[src/rtl/ro_path_spy_array_pkg.sv]
// Shared constants for the RO path spy array: FSM encoding, settle length, ring sub-step rate.
// HT_INSERT_EN (chain build option) adds the trojan XOR payload mid-path.
package ro_path_spy_array_pkg;

  localparam logic [2:0] ST_IDLE   = 3'd0;
  localparam logic [2:0] ST_CLEAR  = 3'd1;
  localparam logic [2:0] ST_GATE   = 3'd2;
  localparam logic [2:0] ST_SETTLE = 3'd3;
  localparam logic [2:0] ST_STORE  = 3'd4;
  localparam logic [2:0] ST_HOLD   = 3'd5;
  localparam logic [2:0] ST_DONE   = 3'd6;

  localparam int SETTLE_CYCLES = 4;

  // Path stage delays elapsing per clk period (10 ns clk, 1 ns per stage).
  localparam int SUB_STEPS = 10;

  function automatic int ch_w(input int n);
    return (n > 1) ? $clog2(n) : 1;
  endfunction

endpackage

[src/rtl/ro_path_spy_array_chain.sv]
// One spy channel: enable NAND + STAGES inverting cells closed into a ring, plus its edge counter.
// Path advanced SUB_STEPS stage delays per clk; HT_INSERT_EN inserts XOR payload after stage STAGES/2.
module ro_path_spy_array_chain
  import ro_path_spy_array_pkg::*;
#(
  parameter int STAGES = 16,
  parameter int CNT_W  = 16
) (
  input  logic             clk,
  input  logic             rst_n,
  input  logic             ro_en_i,
  input  logic             ro_clr_i,
  input  logic [1:0]       ht_i,
  output logic [CNT_W-1:0] count_o,
  output logic             ovf_o
);

`ifdef HT_INSERT_EN
  localparam int XN = 1;
  localparam int PL = STAGES / 2;
  logic trig;
  assign trig = ht_i[0] & ht_i[1];
`else
  localparam int XN = 0;
  logic unused_ht;
  assign unused_ht = ^ht_i;
`endif

  // Node 0 is the enable NAND; the last node feeds back into it.
  localparam int N  = STAGES + 1 + XN;
  localparam int EW = $clog2(SUB_STEPS + 1);

  (* keep = "true" *) logic [N-1:0] node_q;
  logic [N-1:0]     node_d;
  logic [EW-1:0]    edges;
  logic [CNT_W-1:0] cnt_q;
  logic             ovf_q;
  logic [CNT_W:0]   sum;

  always_comb begin
    logic [N-1:0] cur;
    logic [N-1:0] nxt;
    cur   = node_q;
    nxt   = '0;
    edges = '0;
    for (int k = 0; k < SUB_STEPS; k++) begin
      nxt[0] = ~(ro_en_i & cur[N-1]);
      // Remaining cells are NANDs with one input tied high, i.e. inverters.
      for (int i = 1; i < N; i++) begin
        nxt[i] = ~cur[i-1];
      end
`ifdef HT_INSERT_EN
      nxt[PL+1] = cur[PL] ^ trig;
`endif
      if (!cur[N-1] && nxt[N-1]) begin
        edges = edges + EW'(1);
      end
      cur = nxt;
    end
    node_d = cur;
  end

  assign sum = {1'b0, cnt_q} + (CNT_W+1)'(edges);

  always_ff @(posedge clk or negedge rst_n) begin
    if (!rst_n) begin
      node_q <= '0;
      cnt_q  <= '0;
      ovf_q  <= 1'b0;
    end else begin
      node_q <= node_d;
      if (ro_clr_i) begin
        cnt_q <= '0;
        ovf_q <= 1'b0;
      end else begin
        cnt_q <= sum[CNT_W-1:0];
        ovf_q <= ovf_q | sum[CNT_W];
      end
    end
  end

  assign count_o = cnt_q;
  assign ovf_o   = ovf_q;

endmodule

[src/rtl/ro_path_spy_array.sv]
// Sweeps NUM_CH ring channels: clear, gate G cycles, settle 4, store, hold result until ready.
// Per channel 1+G+4+1 cycles plus ready wait; result held stable under backpressure. Option: HT_INSERT_EN.
module ro_path_spy_array
  import ro_path_spy_array_pkg::*;
#(
  parameter int NUM_CH = 4,
  parameter int STAGES = 16,
  parameter int CNT_W  = 16,
  parameter int GATE_W = 16
) (
  input  logic                      clk,
  input  logic                      rst_n,
  input  logic                      start,
  input  logic [GATE_W-1:0]         gate_cycles,
  input  logic [2*NUM_CH-1:0]       ht_in,
  output logic                      busy,
  output logic                      result_valid,
  input  logic                      result_ready,
  output logic [ch_w(NUM_CH)-1:0]   result_ch,
  output logic [CNT_W-1:0]          result_count,
  output logic                      result_ovf,
  output logic                      done
);

  localparam int CH_W = ch_w(NUM_CH);

  logic [2:0]        state_q, state_d;
  logic [CH_W-1:0]   ch_q, ch_d;
  logic [GATE_W-1:0] gate_q, gate_d;
  logic [GATE_W-1:0] tmr_q, tmr_d;
  logic [NUM_CH-1:0] ro_en_q, ro_en_d;
  logic              vld_q, vld_d;
  logic [CNT_W-1:0]  res_cnt_q, res_cnt_d;
  logic              res_ovf_q, res_ovf_d;

  logic              ro_clr;
  logic [CNT_W-1:0]  cnt_w [NUM_CH];
  logic [NUM_CH-1:0] ovf_w;
  logic [CNT_W-1:0]  sel_cnt;
  logic              sel_ovf;

  assign ro_clr = (state_q == ST_CLEAR);

  for (genvar c = 0; c < NUM_CH; c++) begin : g_ch
    ro_path_spy_array_chain #(
      .STAGES (STAGES),
      .CNT_W  (CNT_W)
    ) u_chain (
      .clk      (clk),
      .rst_n    (rst_n),
      .ro_en_i  (ro_en_q[c]),
      .ro_clr_i (ro_clr),
      .ht_i     (ht_in[2*c+1 -: 2]),
      .count_o  (cnt_w[c]),
      .ovf_o    (ovf_w[c])
    );
  end

  always_comb begin
    sel_cnt = '0;
    sel_ovf = 1'b0;
    for (int c = 0; c < NUM_CH; c++) begin
      if (ch_q == CH_W'(c)) begin
        sel_cnt = cnt_w[c];
        sel_ovf = ovf_w[c];
      end
    end
  end

  always_comb begin
    state_d   = state_q;
    ch_d      = ch_q;
    gate_d    = gate_q;
    tmr_d     = tmr_q;
    ro_en_d   = ro_en_q;
    vld_d     = vld_q;
    res_cnt_d = res_cnt_q;
    res_ovf_d = res_ovf_q;
    case (state_q)
      ST_IDLE: begin
        if (start) begin
          gate_d  = (gate_cycles == '0) ? GATE_W'(1) : gate_cycles;
          ch_d    = '0;
          state_d = ST_CLEAR;
        end
      end
      ST_CLEAR: begin
        tmr_d = '0;
        for (int c = 0; c < NUM_CH; c++) begin
          ro_en_d[c] = (ch_q == CH_W'(c));
        end
        state_d = ST_GATE;
      end
      ST_GATE: begin
        if (tmr_q == gate_q - GATE_W'(1)) begin
          tmr_d   = '0;
          ro_en_d = '0;
          state_d = ST_SETTLE;
        end else begin
          tmr_d = tmr_q + GATE_W'(1);
        end
      end
      // Ring is gated off here; the counter gets time to absorb in-flight edges.
      ST_SETTLE: begin
        if (tmr_q == GATE_W'(SETTLE_CYCLES - 1)) begin
          tmr_d   = '0;
          state_d = ST_STORE;
        end else begin
          tmr_d = tmr_q + GATE_W'(1);
        end
      end
      ST_STORE: begin
        res_cnt_d = sel_cnt;
        res_ovf_d = sel_ovf;
        vld_d     = 1'b1;
        state_d   = ST_HOLD;
      end
      ST_HOLD: begin
        if (result_ready) begin
          vld_d = 1'b0;
          if (ch_q == CH_W'(NUM_CH - 1)) begin
            state_d = ST_DONE;
          end else begin
            ch_d    = ch_q + CH_W'(1);
            state_d = ST_CLEAR;
          end
        end
      end
      ST_DONE: begin
        ch_d    = '0;
        state_d = ST_IDLE;
      end
      default: begin
        ro_en_d = '0;
        vld_d   = 1'b0;
        state_d = ST_IDLE;
      end
    endcase
  end

  always_ff @(posedge clk or negedge rst_n) begin
    if (!rst_n) begin
      state_q   <= ST_IDLE;
      ch_q      <= '0;
      gate_q    <= '0;
      tmr_q     <= '0;
      ro_en_q   <= '0;
      vld_q     <= 1'b0;
      res_cnt_q <= '0;
      res_ovf_q <= 1'b0;
    end else begin
      state_q   <= state_d;
      ch_q      <= ch_d;
      gate_q    <= gate_d;
      tmr_q     <= tmr_d;
      ro_en_q   <= ro_en_d;
      vld_q     <= vld_d;
      res_cnt_q <= res_cnt_d;
      res_ovf_q <= res_ovf_d;
    end
  end

  assign busy         = (state_q != ST_IDLE);
  assign done         = (state_q == ST_DONE);
  assign result_valid = vld_q;
  assign result_ch    = ch_q;
  assign result_count = res_cnt_q;
  assign result_ovf   = res_ovf_q;

endmodule

[config.mk]
export PLATFORM = sky130hd
export DESIGN_NAME = ro_path_spy_array
export DESIGN_NICKNAME = d
export VERILOG_FILES = /design/src/rtl/ro_path_spy_array_pkg.sv /design/src/rtl/ro_path_spy_array_chain.sv /design/src/rtl/ro_path_spy_array.sv
export SDC_FILE = /design/constraint.sdc
export NUM_CORES = 1
export LEC_CHECK = 0
export BUFFER_PORTS_ARGS = -buffer_cell sky130_fd_sc_hd__buf_4
export CORE_MARGIN = 4
export CORE_UTILIZATION = 62
export CTS_CLUSTER_DIAMETER = 100
export DETAILED_ROUTE_END_ITERATION = 6
export PLACE_DENSITY_LB_ADDON = 0.05
export SETUP_SLACK_MARGIN = 0.1
export SLEW_MARGIN = 10
export SYNTH_ARGS = -nofsm -noshare
export SYNTH_HDL_FRONTEND = slang
export SYNTH_SLANG_ARGS = --single-unit
[constraint.sdc]
create_clock -name clk -period 14.2 [get_ports clk]
set_input_delay 4.26 -clock clk [delete_from_list [all_inputs] [get_ports clk]]
set_output_delay 4.26 -clock clk [all_outputs]
set_load 0.02 [all_outputs]
* Yosys cells after proc, flatten, opt, wreduce, memory -nomap -nowiden
Cells that the tools add are included.
Storage, ports and cells: register bits after elaboration 195, input port bits 28, output and inout port bits 22, logic and storage cells 312
Cells by class: add/sub/neg operators 43, eq/ne operators 16, multiplexer cells 74, bitwise gates (word level) 86, reduce and logical (&&, ||, !) cells 73
Operator list (count):
- 16-bit two-way mux | 11
- 4-bit two-way mux | 37
- 4-bit by 1-bit adder with 4-bit output, second input constant | 36
- 16-bit by 4-bit adder with 17-bit output | 4
- 16-bit case mux with 3 select lines | 1
- 1-bit NOT | 42
- 1-bit bitwise AND | 40
- 1-bit logical AND | 40
- 1-bit logical NOT | 20
- 3-bit case mux with 6 select lines | 1
- 16-bit by 1-bit adder with 16-bit output, second input constant | 1
- 16-bit equality test | 1
- 16-bit by 2-bit equality test with 1-bit output, second input constant | 1
- 16-bit logical NOT | 1
- 16-bit by 1-bit subtractor with 16-bit output, second input constant | 1
- 3-bit two-way mux | 5
- 1-bit two-way mux | 13
- 4-bit case mux with 3 select lines | 1
- 2-bit != test, second input constant | 5
- 5-bit OR reduction | 2
- 3-bit equality test, second input constant | 3
- 3-bit nonzero test | 3
- 4-bit AND reduction | 2
- 3-bit by 2-bit equality test with 1-bit output, second input constant | 2
- other kinds (11) | 19

* Logic depth before layout (Yosys ltp)
depth after elaboration 24, mapped depth 37, depth with buffers taken out 34

* Hierarchy
A second synthesis with hierarchy kept.
Unflattened totals: cell total of the unflattened synthesis 1374, area total of the unflattened synthesis 12754.7 um^2
Modules (own cells, without submodules):
- ro_path_spy_array_chain (g_ch[1].u_chain ...) | times used 3, cells each 224, area each 2192.1 um^2, sequential area each 850.8 um^2
- ro_path_spy_array | times used 1, cells each 453, area each 3828.7 um^2, sequential area each 1476.4 um^2
- ro_path_spy_array_chain (g_ch[0].u_chain) | times used 1, cells each 249, area each 2349.8 um^2, sequential area each 850.8 um^2

* Worst setup path before layout
Ideal clock, no wire load.
kind flip-flop to flip-flop, from register g_ch[1].u_chain.node_q[14], to register g_ch[1].u_chain.cnt_q[15], data arrival time 6.125 ns, data required time 14.068 ns, path slack 7.943 ns, cell stages (with the launch flop) 37, clock period less this slack 6.257 ns, path through dfrtp_1 > clkbuf_1 > and2_1 > inv_1 > ha_1 > clkbuf_1 > inv_1 > xnor2_1 > ha_1 > inv_1 > a22o_1 > a21oi_1 > xnor2_1 > o21ai_0 > ha_1 > inv_1 > a31oi_1 > and3_1 > o21ai_0 > o21a_1 > ha_1 > nand2_1 > a31oi_1 > xnor2_1 > a21oi_1 > ha_1 > nand2b_1 > o211ai_1 > o311ai_1 > ha_1 > a21o_1 > a21oi_1 > nor2b_1 > o21ai_1 > nor3_1 > xnor2_1 > nor2_1
On the way: longest elaborated chain between the ends 20
Ends and longest elaborated chain:
- start, declared | RTL line ro_path_spy_array_chain.sv:33 | (* keep = "true" *) logic [N-1:0] node_q;
- start signal, assigned | RTL line ro_path_spy_array_chain.sv:71 | node_q <= node_d;
- 1-bit logical AND | RTL line ro_path_spy_array_chain.sv:55 | if (!cur[N-1] && nxt[N-1]) begin
- 4-bit two-way mux | RTL line ro_path_spy_array_chain.sv:55
- 4-bit by 1-bit adder with 4-bit output | RTL line ro_path_spy_array_chain.sv:56 | edges = edges + EW'(1);
- 4-bit two-way mux (*) | RTL line ro_path_spy_array_chain.sv:55
- 4-bit by 1-bit adder with 4-bit output | RTL line ro_path_spy_array_chain.sv:56
- 4-bit two-way mux (*) | RTL line ro_path_spy_array_chain.sv:55
- 4-bit by 1-bit adder with 4-bit output | RTL line ro_path_spy_array_chain.sv:56
- 4-bit two-way mux (*) | RTL line ro_path_spy_array_chain.sv:55
- (+4 left out)
- 4-bit by 1-bit adder with 4-bit output | RTL line ro_path_spy_array_chain.sv:56
- 4-bit two-way mux (*) | RTL line ro_path_spy_array_chain.sv:55
- 4-bit by 1-bit adder with 4-bit output | RTL line ro_path_spy_array_chain.sv:56
- 4-bit two-way mux (*) | RTL line ro_path_spy_array_chain.sv:55
- 4-bit by 1-bit adder with 4-bit output | RTL line ro_path_spy_array_chain.sv:56
- 4-bit two-way mux (*) | RTL line ro_path_spy_array_chain.sv:55
- 16-bit by 4-bit adder with 17-bit output (*) | RTL line ro_path_spy_array_chain.sv:63 | assign sum = {1'b0, cnt_q} + (CNT_W+1)'(edges);
- 16-bit two-way mux (*) | RTL line ro_path_spy_array_chain.sv:72 | if (ro_clr_i) begin
- end signal, assigned | RTL line ro_path_spy_array_chain.sv:76 | cnt_q <= sum[CNT_W-1:0];
- end, declared | RTL line ro_path_spy_array_chain.sv:36 | logic [CNT_W-1:0] cnt_q;
Mark *: on every way between the ends. The rest lies on a longest branch, timed or not. A chain may end at the register's enable or synchronous reset.

* Final worst setup path
Ends and elaborated chain as after synthesis.

==> results.tsv <==
stage	metric	value	unit
global_route	largest net degree at the start of global routing	113	
detailed_routing	Routed WL	26.6	mm
cts	Skew-Pair Late Insertion Delay	440	ps
sta	Final Critical Period	7070	ps
cts	TritonCTS Buffers	17	
layout	Layout Nets	1492	
sta	final setup TNS	0	ps
job	Max Cap Viol	0	
die	row count	51	
global_route	Overall Global Routing Usage	0.245	
synthesis	Post-synth EDFFs	0	
layout	final core occ	0.690	
global_route	first-pass GRT wire length	45.5	mm
critical_path	Reg2Reg Setup Slack	7130	ps
critical_path	slowest cell on the critical path	o21ai_1	
synthesis	area fraction of the dominant cell type after synthesis	0.387	
synthesis	Netlist cell types	84	
layout	Area Growth Syn to Fin	7.88	%
synthesis	simple-gate area share of the yosys netlist	0.232	
synthesis	register area share after synthesis	0.387	
synthesis	number of synthesized register bits	195	
die	die area	0.0227	mm²
critical_path	worst reg2reg path depth	34	
critical_path	Critical R2R Launch	g_ch[1].u_chain.node_q[14]	
layout	ant diodes	0	
worst_hold_path	Hold WC Path Type	reg -> reg	
layout	share of cells above drive strength 1	0.0867	
critical_path	crit path launch type	flip-flop	
detailed_routing	Antenna Violating Nets Remaining	0	
cts	CTS sink cnt	195	
sta	actual slew at the worst max-slew pin	1160	ps
critical_path	most frequent CP cell	ha_1	
die	Ports	50	
synthesis	count leader, synth	dfrtp_1	
place	DP HPWL	19.2	mm
synthesis	Synth top cells by count	dfrtp_1 (195), nor2_1 (183), nand2_1 (94)	
critical_path	Required @ worst endpoint	14510	ps
worst_hold_path	min-delay src	g_ch[2].u_chain.node_q[1]	
layout	Storage cell area	0.00488	mm²
worst_hold_path	Hold Crit Endpoint	g_ch[2].u_chain.node_q[11]	
global_route	initial antenna violation count	0	
detailed_routing	Vias	10018	
sta	Setup Skew	11.5	ps
sta	Relative slew margins	0.225	
critical_path	CP peak stage delay	550	ps
detailed_routing	via-per-instance ratio	5.99	
synthesis	Compound-Gate Fraction of Synth Area	0.164	
sta	Final Hold Fails	0	
status	outcome	finished with violations	
cts	CTS clk-pin slew, worst paths	80	ps
synthesis	area share of fa/ha/maj cells after synthesis	0.0718	
critical_path	reg-to-reg endpoint	g_ch[1].u_chain.count_o[15]	
sta	Fmax	141	MHz
die	Core ar.	0.0197	mm²
sta	RSZ-0062 raised after global routing	false	
cts	clk buf depth	2	
critical_path	CP Data Arrival Time	7390	ps
status	failing checks	design-rule violations	
sta	Final setup viols	0	
global_route	vias in the first global route	9471	
detailed_routing	DR pass1 iterations	7	
cts	cts hold-fix bufs	0	
worst_hold_path	Hold Crit Depth	0	
synthesis	top_reg_cell synth	dfrtp_1	
layout	Fillers	1597	
critical_path	Crit Path Max Fanout	13	
layout	area taken by multi-input logic gates	0.00722	mm²
detailed_routing	Remaining DRCs	3	
cts	CTS-repair resized insts	0	
place	dpl cells	1640	
place	GPL Wtd Cong	0.859	
cts	CTS Root Cell	clkbuf_16	
layout	fin cells	1672	
die	Initial Utilization	0.640	
detailed_routing	WL/cell	15.9	µm
detailed_routing	Initial DRC Count	576	
critical_path	crit path capture type	flip-flop	
place	# port buffers	41	
cts	H-tree Lvls	4	
cts	post-CTS setup buffers	0	
sta	Hold Slack	346	ps
synthesis	Gate Count Post-Synth	1413	
synthesis	asr flop ratio synth	1.00	
synthesis	Yosys top cell by area	dfrtp_1	
cts	CTS tree	yes	
die	die height	151	µm
synthesis	Mapped Area	0.0126	mm²
synthesis	YS warnings	0	
sta	Tcrit/Tclk final	0.498	
synthesis	Avg Inst Size Synth	8.93	µm²
synthesis	XOR/XNOR share of the synthesized area	0.0832	
die	Die Wd	151	µm
synthesis	post-synthesis mux area share	0.0208	
synthesis	Synth Net Count	1511	
sta	Max Slew Vio Count	0	
critical_path	Setup CP Type	reg -> reg	
synthesis	largest family of logic cells by synthesized area	simple AND/OR/NAND/NOR gates	
synthesis	Area contributors post-synth	dfrtp_1 (39%), ha_1 (6.5%), nor2_1 (5.4%)	
global_route	total grt overflow	0	
==> state kept, by name (all words and copies together), names as in the netlist, 3 cells and up <==
signal and flops:
g_ch.u_chain.count_o 64, state_q 3, g_ch.u_chain.node_q 68, result_count 16, ro_en_q 4, tmr_q 16, g_ch.u_chain.ovf_o 4, gate_q 16
==> metrics by stage <==
stage	instance area, µm²	setup WS, ps
2_1_floorplan	12600	7940
3_3_place_gp	13000	7390
3_5_place_dp	13000	7200
4_1_cts	13600	7150
5_1_grt	13600	6490
6_report	13600	7130
==> worst max-delay path: cells and delay by family, from the launching register on <==
| family | cells | cell delay (ps) |
|---|---|---|
| adders and majority gates | 6 | 1950 |
| and+or+nand+nor | 7 | 900 |
| AOI/OAI and AO/OA | 13 | 2590 |
| DFF | 1 | 490 |
| buffers and inverters | 4 | 300 |
| xor gates and xnor gates | 4 | 700 |
==> cell type report <==
| cell class | count | area share |
|---|---|---|
| Clock buffer | 17 | 0.0313 |
| Clock inverter | 15 | 0.0155 |
| Inverter | 46 | 0.0127 |
| Multi-Input combinational cell | 1086 | 0.531 |
| Sequential cell | 195 | 0.359 |
| Tap cell | 265 | 0.0244 |
| Timing Repair Buffer | 48 | 0.0269 |
==> routing by layer <==
| metal | wire length [µm] | global-route usage | up-vias |
|---|---|---|---|
| li1 | - | - | 4952 |
| met1 | 12600 | 0.346 | 4871 |
| met2 | 12900 | 0.403 | 170 |
| met3 | 882 | 0.0403 | 25 |
| met4 | 258 | 0.0526 | 0 |
| met5 | 0 | 0 | - |
==> placed cells by master (no fill, tap or decap), drive strengths merged, types with 21 or more instances in the layout <==
| cell type | count |
|---|---|
| dfrtp | 195 |
| nand2 | 94 |
| inv | 51 |
| xnor2 | 57 |
| a21oi | 87 |
| nor3 | 29 |
| xor2 | 56 |
| nor2b | 23 |
| and3 | 21 |
| nand2b | 33 |
| ha | 66 |
| buf | 47 |
| and2 | 41 |
| nor2 | 184 |
| nand3 | 40 |
| o21ai | 49 |
==> cell families (layout without fill, tap and decap cells) <==
| family | count (synthesis) | after routing |
|---|---|---|
| flops | 195 | 195 |
| buf+inv | 132 | 126 |
| mux | 24 | 24 |
| xor+xnor | 115 | 115 |
| simple gates | 570 | 570 |
| fa+ha+maj | 70 | 70 |
| compound gates | 307 | 307 |
==> worst max-delay path by stage <==
| stage | from | endpoint | cells after the start |
|---|---|---|---|
| 2_1_floorplan | g_ch[1].u_chain.node_q[14] | g_ch[1].u_chain.count_o[15] | 36 |
| 3_3_place_gp | g_ch[1].u_chain.node_q[14] | g_ch[1].u_chain.count_o[15] | 34 |
| 3_5_place_dp | g_ch[1].u_chain.node_q[14] | g_ch[1].u_chain.count_o[15] | 34 |
| 4_1_cts | g_ch[1].u_chain.node_q[14] | g_ch[1].u_chain.count_o[15] | 34 |
| 5_1_grt | g_ch[1].u_chain.node_q[14] | g_ch[1].u_chain.count_o[11] | 34 |
| 6_report | g_ch[1].u_chain.node_q[14] | g_ch[1].u_chain.count_o[15] | 34 |
Power is left out: the tool's default activity adds up to more than one toggle a clock period on the data nets, which glitch-free logic cannot reach.
